<file path="config.mk">
export PLATFORM = sky130hd
export DESIGN_NAME = pc_fetch_ctrl
export DESIGN_NICKNAME = d
export VERILOG_FILES = /design/src/rtl/pc_fetch_ctrl.sv
export SDC_FILE = /design/constraint.sdc
export NUM_CORES = 1
export LEC_CHECK = 0
export CAP_MARGIN = 20
export CORE_ASPECT_RATIO = 0.5
export CORE_MARGIN = 1.5
export CORE_UTILIZATION = 45
export DETAILED_ROUTE_END_ITERATION = 10
export PLACE_DENSITY_LB_ADDON = 0.08
export SYNTH_ARGS = -nofsm -noshare
export SYNTH_HDL_FRONTEND = slang
export SYNTH_SLANG_ARGS = --single-unit
</file>
<file path="constraint.sdc">
create_clock -name clk -period 4.9 [get_ports clk]
set_input_delay 0.49 -clock clk [delete_from_list [all_inputs] [get_ports clk]]
set_output_delay 0.49 -clock clk [all_outputs]
set_load 0.005 [all_outputs]
</file>
<file path="src/rtl/pc_fetch_ctrl.sv">
// pc_fetch_ctrl: fetch/execute sequencer driving the PC register and
// the instruction-memory request.
// Optional build macro PC_FETCH_TRAP_EN adds a sticky TRAP state (trap_o)
// for misaligned jump/branch targets and sequential PC wrap.
module pc_fetch_ctrl #(
    parameter int unsigned instr_MEM_width = 256,
    parameter int unsigned PC_STEP         = 4,
    parameter int unsigned CNT_W           = 16,
    localparam int unsigned AW             = $clog2(instr_MEM_width)
) (
    input  logic             clk,
    input  logic             rst,
    input  logic             start_i,
    input  logic [AW-1:0]    pc_i,
    output logic [AW-1:0]    pc_next_o,
    output logic             imem_req_o,
    output logic [AW-1:0]    imem_addr_o,
    input  logic             imem_ack_i,
    output logic             instr_valid_o,
    input  logic             exec_done_i,
    input  logic             stall_i,
    input  logic             branch_i,
    input  logic [AW-1:0]    branch_target_i,
    input  logic             jump_i,
    input  logic [AW-1:0]    jump_target_i,
    input  logic             halt_i,
`ifdef PC_FETCH_TRAP_EN
    output logic             trap_o,
`endif
    output logic             halted_o,
    output logic [CNT_W-1:0] retired_o
);

    typedef enum logic [2:0] {
        S_IDLE  = 3'd0,
        S_FETCH = 3'd1,
        S_EXEC  = 3'd2,
        S_HALT  = 3'd3
`ifdef PC_FETCH_TRAP_EN
        ,
        S_TRAP  = 3'd4
`endif
    } state_e;

    state_e           state_q, state_d;
    logic             imem_req_q;
    logic             instr_valid_q;
    logic             halted_q;
    logic [CNT_W-1:0] retired_q;
    logic             complete_c;
    logic [AW-1:0]    seq_pc_c;
    logic [AW-1:0]    target_c;
`ifdef PC_FETCH_TRAP_EN
    logic             trap_q;
    logic             bad_target_c;
`endif

    // The address is always the current PC; the PC register itself has no
    // enable, so pc_next_o defaults to a feedback of pc_i.
    assign imem_addr_o   = pc_i;
    assign imem_req_o    = imem_req_q;
    assign instr_valid_o = instr_valid_q;
    assign halted_o      = halted_q;
    assign retired_o     = retired_q;
`ifdef PC_FETCH_TRAP_EN
    assign trap_o        = trap_q;
`endif

    // Next-state and next-PC selection
    always_comb begin
        state_d    = state_q;
        pc_next_o  = pc_i;
        complete_c = 1'b0;
        seq_pc_c   = pc_i + AW'(PC_STEP);
        if (jump_i) begin
            target_c = jump_target_i;
        end else if (branch_i) begin
            target_c = branch_target_i;
        end else begin
            target_c = seq_pc_c;
        end
`ifdef PC_FETCH_TRAP_EN
        // Redirects must be step-aligned; a sequential step must not wrap.
        if (jump_i || branch_i) begin
            bad_target_c = (32'(target_c) % PC_STEP) != 32'd0;
        end else begin
            bad_target_c = seq_pc_c < pc_i;
        end
`endif

        case (state_q)
            S_IDLE: begin
                if (start_i) begin
                    state_d = S_FETCH;
                end
            end
            S_FETCH: begin
                if (imem_ack_i) begin
                    state_d = S_EXEC;
                end
            end
            S_EXEC: begin
                // Stall overrides done; halt wins over every redirect.
                if (exec_done_i && !stall_i) begin
                    complete_c = 1'b1;
                    if (halt_i) begin
                        state_d = S_HALT;
`ifdef PC_FETCH_TRAP_EN
                    end else if (bad_target_c) begin
                        state_d = S_TRAP;
`endif
                    end else begin
                        state_d   = S_FETCH;
                        pc_next_o = target_c;
                    end
                end
            end
            S_HALT: begin
                state_d = S_HALT;
            end
`ifdef PC_FETCH_TRAP_EN
            S_TRAP: begin
                state_d = S_TRAP;
            end
`endif
            default: begin
                state_d = S_IDLE;
            end
        endcase
    end

    // State, registered status outputs and saturating retire counter
    always_ff @(posedge clk or negedge rst) begin
        if (!rst) begin
            state_q       <= S_IDLE;
            imem_req_q    <= 1'b0;
            instr_valid_q <= 1'b0;
            halted_q      <= 1'b0;
            retired_q     <= '0;
`ifdef PC_FETCH_TRAP_EN
            trap_q        <= 1'b0;
`endif
        end else begin
            state_q       <= state_d;
            imem_req_q    <= (state_d == S_FETCH);
            instr_valid_q <= (state_d == S_EXEC);
`ifdef PC_FETCH_TRAP_EN
            halted_q      <= (state_d == S_HALT) || (state_d == S_TRAP);
            trap_q        <= (state_d == S_TRAP);
`else
            halted_q      <= (state_d == S_HALT);
`endif
            if (complete_c && (retired_q != {CNT_W{1'b1}})) begin
                retired_q <= retired_q + CNT_W'(1);
            end
        end
    end

endmodule

</file>
==> flow_metrics.env <==
export IMPL_layout_common_cells="clkdlybuf4s50_1, dfrtp_1, nand2_1"
export IMPL_place_congestion=0.846
export IMPL_nets=255
export IMPL_drtIter0Drc=63
export IMPL_start_util_pct=48.3
export IMPL_setup_viol=0
export IMPL_first_global_vias=1280
export IMPL_gr_total_overflow=0
export IMPL_die_area_um2=3670
export IMPL_ys_ff_latch=22
export IMPL_wirelength_um=3690
export IMPL_min_path_type="in -> async"
export IMPL_synth_nets=196
export IMPL_portBuffers=67
export IMPL_rows=14
export IMPL_cts_resized=0
export IMPL_relSlewSlack_pct=44.9
export IMPL_final_util_pct=71.2
export IMPL_required_ns=4.41
export IMPL_clk_pin_slew_ns=0.07
export IMPL_cellLeakagePower_nw=0.876
export IMPL_dp_cells=254
export IMPL_n_antenna_cell=0
export IMPL_synth_area_um2=1480
export IMPL_startpoint="stall_i"
export IMPL_slew_viol_final=0
export IMPL_core_area_um2=3070
export IMPL_grtUsageTotal_pct=20.7
export IMPL_area_delta_synth_final_pct=47.3
export IMPL_whs_ns=0.464
export IMPL_seqCellArea_um2=551
export IMPL_cts_hold_buf=0
export IMPL_drv_cap=0
export IMPL_clockBufferDepth=2
export IMPL_avgSynthCellArea_um2=9.20
export IMPL_critPathKind="in -> out"
export IMPL_cp_end_kind="output pin"
export IMPL_status="finished, final reports clean"
export IMPL_drive_above_1_share_pct=6.39
export IMPL_worstPathMaxFanout=15
export IMPL_cts_root_buf="clkbuf_8"
export IMPL_synthDistinctLibCells=44
export IMPL_ys_warn_count=0
export IMPL_routedWlPerCell_um=14.2
export IMPL_final_common_cell="clkdlybuf4s50_1"
export IMPL_peakVddDrop_v=0.000223
export IMPL_final_cell_count_no_fill=259
export IMPL_clock_latency_ns=0.26
export IMPL_reg2reg_from="retired_o[0]"
export IMPL_cp_arrival_ns=2.71
export IMPL_via_per_inst=5.45
export IMPL_fin_skew_ns=0.00102
export IMPL_drc=0
export IMPL_period_share_pct=65.3
export IMPL_synth_seq_area_share_pct=37.2
export IMPL_cp_start_kind="primary input"
export IMPL_nFillCells=248
export IMPL_cts_buffers=3
export IMPL_rsz0062_at_grt="false"
export IMPL_vias=1412
export IMPL_clkSinkCount=22
export IMPL_layout_min_cycle_time_ns=3.20
export IMPL_htree_levels=1
export IMPL_netlist_instances=161
export IMPL_fmax_ghz=0.313
export IMPL_multi_input_area_um2=830
export IMPL_firstDrtPassIters=4
export IMPL_worst_slew_pin_slew_ns=0.822
export IMPL_cts_tree="yes"
export IMPL_power_density_nw_per_um2=204
export IMPL_io_pins=68
export IMPL_grt_pass1_wl_um=6030
export IMPL_grt_antenna_before_repair=0
export IMPL_die_height_um=43.6
export IMPL_place_hpwl_um=2780
export IMPL_grt_max_degree=23
export IMPL_post_cts_buffers=0
export IMPL_tns_ns=0
export IMPL_antenna_left=0
export IMPL_finalHoldViolCount=0
export IMPL_die_x_um=84.1
state kept, by name, indices dropped and copies added, names as in the netlist:
register / cells
instr_valid_o: 1
imem_req_o: 1
state_q: 3
retired_o: 16
halted_o: 1
Yosys cell counts (all sizes together):
| cell type | count | area share [%] |
|---|---|---|
| ha | 2 | 1.7 |
| mux2 | 3 | 2.3 |
| dfrtp | 22 | 37 |
| and4b | 1 | 0.76 |
| xor2 | 4 | 2.4 |
| a41oi | 1 | 0.59 |
| conb | 1 | 0.25 |
| a2bb2oi | 1 | 0.59 |
| a211o | 1 | 0.59 |
| and4 | 3 | 1.8 |
| a32oi | 2 | 1.2 |
| nor3b | 1 | 0.51 |
| a211oi | 1 | 0.51 |
| nand4b | 1 | 0.59 |
| nor2b | 3 | 1.3 |
| a21oi | 3 | 1.0 |
| and4bb | 1 | 0.84 |
| o21a | 1 | 0.51 |
| a21o | 1 | 0.51 |
| mux2i | 2 | 1.4 |
| nand2b | 3 | 1.3 |
| nor2 | 13 | 3.3 |
| nand3 | 12 | 4.1 |
| or2 | 1 | 0.42 |
| o311ai | 1 | 0.59 |
| clkbuf | 3 | 0.76 |
| inv | 4 | 1.0 |
| o211ai | 5 | 2.5 |
| buf | 11 | 5.1 |
| nor4b | 2 | 2.6 |
| o21ai | 5 | 1.7 |
| nor4 | 1 | 0.84 |
| nand4 | 4 | 2.1 |
| a31oi | 5 | 2.1 |
| nand4bb | 1 | 1.9 |
| xnor2 | 10 | 5.9 |
| nor3 | 6 | 2.4 |
| and3 | 2 | 0.84 |
| nand2 | 17 | 4.3 |
report_power, final:
part / total (mW) / leakage, nW / switching [mW] / internal (mW)
clock network: 0.127 / 0.0288 / 0.0555 / 0.0716
registers: 0.204 / 0.300 / 0.0120 / 0.192
logic: 0.114 / 0.547 / 0.0435 / 0.0709
total: 0.446 / 0.876 / 0.111 / 0.335
critical path: stages:
cell and delay (ns):
clkdlybuf4s50_1 0.42, nand4bb_4 0.28, nor3_2 0.65, a32oi_1 0.21, o211ai_1 0.12, clkdlybuf4s50_1 0.52
cell families (layout without fill, tap and decap cells):
group | after synthesis | count (layout) | share of synthesized area, %
buffers and inverters | 18 | 76 | 6.84
multiplexers | 5 | 5 | 3.63
XOR/XNOR | 14 | 14 | 8.28
other | 1 | 1 | 0.253
AO/OA/AOI/OAI | 27 | 27 | 12.4
flip-flops | 22 | 22 | 37.2
adder cells (fa/ha/maj) | 2 | 2 | 1.69
AND/OR/NAND/NOR | 72 | 72 | 29.7
layer usage:
metal	routed length [um]	track usage, %	vias to the layer above
met4	13	3.61	0
met2	1620	33.8	51
met3	289	5.14	2
met5	0	0	-
li1	-	-	691
met1	1760	28.7	668
final timing paths:
| kind | endpoint | slack (ns) | cells past startpoint |
|---|---|---|---|
| max | pc_next_o[0] | 1.70 | 6 |
| min | retired_o[10] | 0.46 | 1 |
| max reg2reg | retired_o[1] | 3.06 | 5 |
| min reg2reg | retired_o[8] | 0.51 | 1 |
| max in group asynchronous | retired_o[1] | 4.01 | 2 |
| min in group clk | retired_o[8] | 0.51 | 1 |
metrics by stage:
step | worst slack (ns) | cell area (um^2) | power, mW
after floorplan | 2.98 | 1480 | 0.252
after global placement | 1.74 | 2120 | 0.319
after global routing | 1.46 | 2180 | 0.471
after CTS | 1.67 | 2170 | 0.452
final | 1.70 | 2180 | 0.446
after detailed placement | 1.68 | 2120 | 0.323
area by class of cell:
| type | count | area share [%] |
|---|---|---|
| sequential | 22 | 25.2 |
| multi-input combinational | 121 | 38.0 |
| tap | 40 | 2.29 |
| timing repair buffer | 68 | 31.3 |
| clock buffer | 4 | 2.52 |
| inverter | 4 | 0.688 |
Power figures use the tool's default switching activity.
